[src/rtl/sap2_pkg.sv]
// Shared types for the SAP-2 core: opcode and controller state encodings.
// Imported by the core and the RAM.
package sap2_pkg;

  localparam int OPC_WIDTH = 4;

  typedef enum logic [OPC_WIDTH-1:0] {
    OP_LDA = 4'h0,
    OP_ADD = 4'h1,
    OP_SUB = 4'h2,
    OP_STA = 4'h3,
    OP_JMP = 4'h4,
    OP_JZ  = 4'h5,
    OP_JC  = 4'h6,
    OP_OUT = 4'hE,
    OP_HLT = 4'hF
  } opcode_t;

  typedef enum logic [2:0] {
    S_PROG,
    T1,
    T2,
    T3,
    T4,
    T5,
    T6,
    S_HALT
  } state_t;

endpackage

[src/rtl/sap2_ram.sv]
// Program/data RAM for the SAP-2 core.
// Synchronous write, combinational read, contents never reset.
module sap2_ram #(
  parameter int DATA_WIDTH = 8,
  parameter int ADDR_WIDTH = 4
) (
  input  logic                  clock,
  input  logic                  we,
  input  logic [ADDR_WIDTH-1:0] waddr,
  input  logic [DATA_WIDTH-1:0] wdata,
  input  logic [ADDR_WIDTH-1:0] raddr,
  output logic [DATA_WIDTH-1:0] rdata
);

  logic [DATA_WIDTH-1:0] mem [0:(2**ADDR_WIDTH)-1];

  always_ff @(posedge clock) begin
    if (we) begin
      mem[waddr] <= wdata;
    end
  end

  assign rdata = mem[raddr];

endmodule

[src/rtl/sap2_core.sv]
// SAP-2 CPU core: PC, MAR, IR, A/B, adder/subtractor, Z/C flags, RAM and a
// six-T-state controller with program-load and halt states.
module sap2_core
  import sap2_pkg::*;
#(
  parameter int DATA_WIDTH = 8,
  parameter int ADDR_WIDTH = 4
) (
  input  logic                  clock,
  input  logic                  reset,
  input  logic                  prog_mode,
  input  logic                  prog_we,
  input  logic [ADDR_WIDTH-1:0] prog_addr,
  input  logic [DATA_WIDTH-1:0] prog_data,
  output logic [DATA_WIDTH-1:0] out_data,
  output logic                  out_valid,
  output logic                  halted
);

  state_t                state;
  state_t                state_next;
  logic [ADDR_WIDTH-1:0] pc;
  logic [ADDR_WIDTH-1:0] mar;
  logic [DATA_WIDTH-1:0] ir;
  logic [DATA_WIDTH-1:0] a_reg;
  logic [DATA_WIDTH-1:0] b_reg;
  logic                  z_flag;
  logic                  c_flag;

  opcode_t               opcode;
  logic [ADDR_WIDTH-1:0] operand;
  logic [DATA_WIDTH:0]   alu_sum;
  logic                  alu_zero;
  logic                  alu_carry;

  logic                  ram_we;
  logic [ADDR_WIDTH-1:0] ram_waddr;
  logic [DATA_WIDTH-1:0] ram_wdata;
  logic [DATA_WIDTH-1:0] ram_rdata;

  assign opcode  = opcode_t'(ir[DATA_WIDTH-1 -: OPC_WIDTH]);
  assign operand = ir[ADDR_WIDTH-1:0];
  assign halted  = (state == S_HALT);

  // For SUB the extra MSB is a borrow, so the carry flag is its inverse.
  always_comb begin
    if (opcode == OP_SUB) begin
      alu_sum   = {1'b0, a_reg} - {1'b0, b_reg};
      alu_carry = ~alu_sum[DATA_WIDTH];
    end else begin
      alu_sum   = {1'b0, a_reg} + {1'b0, b_reg};
      alu_carry = alu_sum[DATA_WIDTH];
    end
    alu_zero = (alu_sum[DATA_WIDTH-1:0] == '0);
  end

  // The host owns the write port while loading; otherwise only STA writes.
  always_comb begin
    if (state == S_PROG) begin
      ram_we    = prog_we;
      ram_waddr = prog_addr;
      ram_wdata = prog_data;
    end else begin
      ram_we    = (state == T5) && (opcode == OP_STA) && !prog_mode;
      ram_waddr = mar;
      ram_wdata = a_reg;
    end
  end

  sap2_ram #(
    .DATA_WIDTH(DATA_WIDTH),
    .ADDR_WIDTH(ADDR_WIDTH)
  ) u_ram (
    .clock(clock),
    .we   (ram_we),
    .waddr(ram_waddr),
    .wdata(ram_wdata),
    .raddr(mar),
    .rdata(ram_rdata)
  );

  always_ff @(posedge clock or posedge reset) begin
    if (reset) begin
      state <= T1;
    end else begin
      state <= state_next;
    end
  end

  always_comb begin
    state_next = state;
    if (prog_mode) begin
      state_next = S_PROG;
    end else begin
      case (state)
        S_PROG: state_next = T1;
        T1:     state_next = T2;
        T2:     state_next = T3;
        T3:     state_next = T4;
        T4:     state_next = (opcode == OP_HLT) ? S_HALT : T5;
        T5:     state_next = T6;
        T6:     state_next = T1;
        S_HALT: state_next = S_HALT;
      endcase
    end
  end

  // prog_mode outranks everything, so an instruction in flight is dropped.
  always_ff @(posedge clock or posedge reset) begin
    if (reset) begin
      pc        <= '0;
      mar       <= '0;
      ir        <= '0;
      a_reg     <= '0;
      b_reg     <= '0;
      z_flag    <= 1'b0;
      c_flag    <= 1'b0;
      out_data  <= '0;
      out_valid <= 1'b0;
    end else begin
      out_valid <= 1'b0;
      if (prog_mode) begin
        pc     <= '0;
        a_reg  <= '0;
        b_reg  <= '0;
        z_flag <= 1'b0;
        c_flag <= 1'b0;
      end else begin
        case (state)
          T1: mar <= pc;
          T2: pc  <= pc + ADDR_WIDTH'(1);
          T3: ir  <= ram_rdata;
          T4: begin
            case (opcode)
              OP_LDA, OP_ADD, OP_SUB, OP_STA: mar <= operand;
              OP_JMP: pc <= operand;
              OP_JZ: begin
                if (z_flag) pc <= operand;
              end
              OP_JC: begin
                if (c_flag) pc <= operand;
              end
              OP_OUT: begin
                out_data  <= a_reg;
                out_valid <= 1'b1;
              end
              default: ;
            endcase
          end
          T5: begin
            if (opcode == OP_LDA) begin
              a_reg <= ram_rdata;
            end else if (opcode == OP_ADD || opcode == OP_SUB) begin
              b_reg <= ram_rdata;
            end
          end
          T6: begin
            if (opcode == OP_ADD || opcode == OP_SUB) begin
              a_reg  <= alu_sum[DATA_WIDTH-1:0];
              z_flag <= alu_zero;
              c_flag <= alu_carry;
            end
          end
          default: ;
        endcase
      end
    end
  end

endmodule

[config.mk]
export PLATFORM = sky130hd
export DESIGN_NAME = sap2_core
export DESIGN_NICKNAME = d
export VERILOG_FILES = /design/src/rtl/sap2_pkg.sv /design/src/rtl/sap2_ram.sv /design/src/rtl/sap2_core.sv
export SDC_FILE = /design/constraint.sdc
export NUM_CORES = 1
export LEC_CHECK = 0
export ABC_CLOCK_PERIOD_IN_PS = 7700
export CAP_MARGIN = 20
export CORE_MARGIN = 2
export CORE_UTILIZATION = 59
export CTS_CLUSTER_DIAMETER = 100
export DETAILED_ROUTE_END_ITERATION = 10
export GPL_TIMING_DRIVEN = 1
export PLACE_DENSITY = 0.73
export RECOVER_POWER = 100
export SYNTH_ARGS = -nofsm -noshare
export SYNTH_HDL_FRONTEND = slang
export SYNTH_SLANG_ARGS = --single-unit
[constraint.sdc]
create_clock -name clock -period 7.7 [get_ports clock]
set_input_delay 1.54 -clock clock [delete_from_list [all_inputs] [get_ports clock]]
set_output_delay 1.54 -clock clock [all_outputs]
set_load 0.01 [all_outputs]
-- After elaboration in Yosys (flattened, before gate mapping)
Memory sizes are Yosys's and may differ from the RTL's.
Index checks and enable logic that the tools add are counted.
- multiplexer cells: 34
- bitwise logic cells: 2
- equality and inequality tests: 22
- reduce and logical (&&, ||, !) cells: 22
- add/sub/neg operators: 3
- operators with widths (kind ; count):
    $mux 8 ; 9
    $pmux 3 s7 ; 1
    $mux 4 ; 5
    $pmux 4 s2 ; 2
    $pmux 8 s2 ; 1
    $mux 1 ; 13
    $eq 3x3->1 const B ; 4
    $eq 4x3->1 const B ; 3
    $pmux 4 s3 ; 1
    $reduce_and 3->1 ; 4
    $add 8x8->9 ; 1
    $sub 8x8->9 ; 1
    $eq 4x2->1 const B ; 2
    $eq 4x4->1 const B ; 2
    $logic_not 8->1 ; 1
    $ne 4x4->1 const B ; 2
    $reduce_bool 2->1 ; 4
    $eq 3x2->1 const B ; 2
    $reduce_bool 3->1 ; 2
    $ne 5x2->1 const B ; 1
    $add 4x1->4 const B ; 1
    $eq 4x1->1 const B ; 1
    $logic_not 4->1 ; 1
    $reduce_and 2->1 ; 2
    15 further kinds ; 17
- register bits: 46
- output and inout bits: 10
- word-level logic and storage cells: 94
- memories: 1
- input bits: 16
- bits in writable memories: 128
- memories (memory ; words ; bits a word ; read ports ; clocked after memory_dff ; write ports ; RTL line ; source):
    u_ram.mem ; 16 ; 8 ; 1 ; 0 ; 1 ; sap2_ram.sv:15 ; logic [DATA_WIDTH-1:0] mem [0:(2**ADDR_WIDTH)-1];

-- Logic depth before layout (Yosys ltp)
- depth in word-level cells: 6
- mapped depth: 10
- mapped depth without buffers: 10

-- Hierarchy
Synthesis repeated with hierarchy kept, for this count alone.
- cell total of the unflattened synthesis: 538
- area, all modules: 8049.0 um^2
- modules (own cells, without submodules) (module ; area an instance (um^2) ; cells an instance ; times used ; sequential area each (um^2)):
    sap2_ram ; 4987.3 ; 221 ; 1 ; 3843.7
    sap2_core ; 3061.7 ; 317 ; 1 ; 1152.4

-- Worst setup path before layout
OpenSTA, ideal clock, no wires.
- path kind: input to register
- start point: input port prog_mode
- end point: memory u_ram.mem[11][0], enable pin
- stages on the path: 6
- data required time: 7327 ps
- buffers on the path: 1
- path slack: 4607 ps
- arrival time: 2720 ps
- setup time: 373 ps
- path through: clkbuf_1 nor2_1 nand4_1 o21ai_0 nor2b_1 nor2b_1
- longest elaborated chain between the ends: 5
- RTL lines (what ; RTL line ; source):
    from (decl) ; sap2_core.sv:11 ; input logic prog_mode,
    $logic_not 1->1 ; sap2_core.sv:64 ; ram_we = (state == T5) && (opcode == OP_STA) && !prog_mode;
    $logic_and 1x1->1 ; sap2_core.sv:64 ;
    $mux 1 ; sap2_core.sv:59 ; if (state == S_PROG) begin
    $mux 1 ; sap2_ram.sv:18 ; if (we) begin
    $mux 1 (not written as such) ; sap2_ram.sv:19 ; mem[waddr] <= wdata;
    to (decl) ; sap2_ram.sv:15 ;
Every way passes these cells.

-- Worst setup path after layout
- start point: input port prog_mode
- end point: memory u_ram.mem[11][4], enable pin
Same word-level chain as after synthesis.

==> out/qor.log <==
INFO  floorplan      core.rowCount=42
INFO  power          switching_share=25.9%
INFO  cts            numCtsBuffers=17
INFO  place          numPortBuffers=25
INFO  run            maxCapViolCount=2
INFO  sta            count_of_pins_over_their_slew_limit=57
INFO  yosys          edff_count_synth=128
INFO  power          power.sequential.fraction=48.9%
INFO  global_routing global_route.overflow_total=0
INFO  route          vias=4670
INFO  setup_path     peak_fanout_along_the_critical_path=25
INFO  setup_path     worst_ep_arrival_time=4.24ns
INFO  route          drt_pre_antenna_iters=5
INFO  yosys          ys_ff_latch=174
INFO  finish         flow.area_growth_from_synthesis=12.3%
INFO  power          irDropWorstVdd=0.323mV
INFO  cts            clkSinkCount=174
INFO  floorplan      chipHeight=119µm
INFO  sta            finalHoldViolCount=0
INFO  finish         layout.cells.most_common=edfxtp_1
INFO  floorplan      die_width=119µm
INFO  global_routing grt_first_pass_wirelength=27.4mm
INFO  finish         multi_input_area=2650µm²
INFO  yosys          combined_area_of_all_synthesized_cells=7850µm²
INFO  finish         layout-drive-gt1-share=15.6%
INFO  place          place_area=8240µm²
INFO  global_routing first_global_vias=4531
INFO  global_routing grt.total_usage=26.8%
INFO  place          gp_congestion=0.881
INFO  place          place_ws=3.20ns
INFO  min_path       worstHoldPathType=flip-flop to flip-flop
INFO  floorplan      start_util=59.7%
INFO  finish         largest_register_ffs=128
INFO  sta            setup_violations=0
INFO  finish         sequential_cell_area_in_the_final_layout=5000µm²
INFO  sta            relSlewSlack=-15.6%
INFO  yosys          syn_inst=522
INFO  cts            tritoncts=done
INFO  yosys          synthesis.area_per_instance=15.0µm²
INFO  sta            upper_clock_frequency_limit=0.239GHz
INFO  yosys          yosysUniqueCellTypes=50
INFO  setup_path     timing.critical_path.to_type=flip-flop
INFO  yosys          yosys_warn_count=0
INFO  power          powerDensity=258nW/µm²
INFO  power          clock_power_share=35.6%
INFO  floorplan      io_pins=26
INFO  finish         insertedDiodeCount=0
INFO  finish         postLayoutCoreUtil=67.1%
INFO  sta            layout_worst_path_cycle_share=54.4%
INFO  sta            finalWorstSetupSlack=3.51ns
INFO  power          p_int=0.00168W
INFO  run_status     run_status=complete, but fails checks
INFO  cts            htree_levels=4
INFO  route          routed_wire_length_per_instance=24.6µm
INFO  yosys          yosysSeqAreaShare=63.7%
INFO  cts            cts_hold_repair.buffers=0
INFO  power          combinational_share_of_power=15.5%
INFO  power          leakagePower=3.10nW
INFO  sta            rsz0062_at_grt=false
INFO  sta            period_minus_slack=4.19ns
INFO  route          remaining_drc_errors=0
INFO  global_routing maximum_number_of_pins_on_one_net_before_global_route_repair=47
INFO  cts            worst_skew_pair.late_latency=0.42ns
INFO  sta            worst_hold_slack=0.487ns
INFO  cts            cts.root.buffer_cell=clkbuf_16
INFO  cts            cts.clk_slew.worst_paths=0.06ns
INFO  yosys          synthesized_netlist_net_count=557
INFO  finish         post-route-cell-area=8810µm²
INFO  floorplan      total_die_area=14200µm²
INFO  route          detail_route.iter0.violations=521
INFO  cts            cts.repair.resized=0
INFO  floorplan      design.core.area=13100µm²
INFO  finish         final_net_count=581
INFO  finish         mostFrequentLayoutCells=128 x edfxtp_1, 45 x dfrtp_1, 42 x nor2_1, 40 x mux4_2, 29 x nand2_1
INFO  sta            tightest_slew=1.73ns
INFO  setup_path     worst-setup-path-type=input port to flip-flop
INFO  finish         fillerInstances=905
INFO  route          routed_wl=18.0mm
INFO  yosys          synth_async_sr_flop_share=26.4%
INFO  cts            cts-root-to-sink-buffers=2
INFO  finish         largest-register=u_ram.mem
INFO  sta            worst_clock_skew=0.00910ns
INFO  setup_path     timing.critical_path.from_type=input port
INFO  route          drt-vias-per-instance=6.36
INFO  place          dpl.hpwl=11.8mm
INFO  yosys          synthFlopType=edfxtp_1
INFO  cts            post_cts.repair.setup_buffers=0
INFO  global_routing antenna_found_initial=0
INFO  run_status     violations=max-capacitance violations, max-slew violations
INFO  setup_path     worst_ep_required_time=7.75ns
INFO  route          route.antenna.remaining_nets=0
INFO  sta            accumulated_negative_setup_slack=0ns
INFO  power          power.net_switching=0.000589W
## worst paths after layout
path                                         startpoint                    endpoint  slack, ns  cells past startpoint
min in group asynchronous                         reset         out_valid$_DFF_PP0_       2.11                      2
worst max-delay path                          prog_mode  u_ram.mem[11][4]$_DFFE_PP_       3.51                      6
worst min register to register  out_data[0]$_DFFE_PP0P_     out_data[0]$_DFFE_PP0P_       0.49                      1
max in group asynchronous                         reset          mar[3]$_DFFE_PP0P_       4.58                      2
worst max register to register       state[0]$_DFF_PP1_  u_ram.mem[11][4]$_DFFE_PP_       4.50                      6
worst min-delay path            out_data[0]$_DFFE_PP0P_     out_data[0]$_DFFE_PP0P_       0.49                      1
## area by class of cell
type / count / area share, %
well taps: 176 / 2.50
clock buffers: 17 / 4.83
repair buffers: 32 / 3.42
flip-flops and latches: 174 / 56.7
clock inverters: 14 / 1.45
inverters: 23 / 0.980
multi-input cells: 298 / 30.1
## power groups by stage
stage / clock network (W) / registers [W] / logic (W)
after global placement: 0 / 0.00114 / 0.000330
after floorplan: 0 / 0.00110 / 0.000268
after detailed placement: 0 / 0.00114 / 0.000334
after CTS: 0.000819 / 0.00113 / 0.000336
final: 0.000808 / 0.00111 / 0.000353
after global routing: 0.000854 / 0.00112 / 0.000381
## cell usage after synthesis, types with 6 or more instances
cell type  instances  area, µm²
a22o_1             8       70.1
buf_2              6       30.0
mux2_2            21        236
nand2b_1           6       37.5
nor2b_1           10       62.6
ha_1              17        213
mux4_2            40        901
nor3_1            11       55.1
inv_1             22       82.6
a21oi_1           18       90.1
dfrtp_1           45       1130
nand2_1           29        109
mux2i_1            8       80.1
edfxtp_1         128       3840
clkbuf_1          18       67.6
nor3b_1            6       45.0
nor2_1            42        158
o21ai_0           23        115
## logic make-up after synthesis
group / after synthesis / synth area share [%]
flip-flops: 174 / 63.7
XOR/XNOR: 7 / 0.782
AND/OR/NAND/NOR: 119 / 7.21
multiplexers: 69 / 15.5
adder cells (fa/ha/maj): 19 / 3.22
buffers and inverters: 50 / 2.49
AO/OA/AOI/OAI: 84 / 7.10
## metal layers
layer | vias up | wire (µm) | track usage [%]
li1 | 2058 | - | -
met1 | 2335 | 7290 | 36.6
met2 | 240 | 8940 | 43.3
met3 | 37 | 1350 | 6.47
met4 | 0 | 451 | 8.53
met5 | - | 0 | 0
## stage by stage
| step | total power, W | instances |
|---|---|---|
| after detailed placement | 0.00148 | 700 |
| after global routing | 0.00235 | 734 |
| final | 0.00227 | 734 |
| after floorplan | 0.00137 | 522 |
| after global placement | 0.00147 | 700 |
| after CTS | 0.00228 | 731 |
## worst max-delay path: stages
cell and delay (ns):
dlygate4sd3_1 0.86, nor2_1 0.23, nand4_1 0.17, o21ai_0 0.25
nor2b_1 0.43, nor2b_1 0.75
Note: power is estimated with default switching activity, not from simulation.
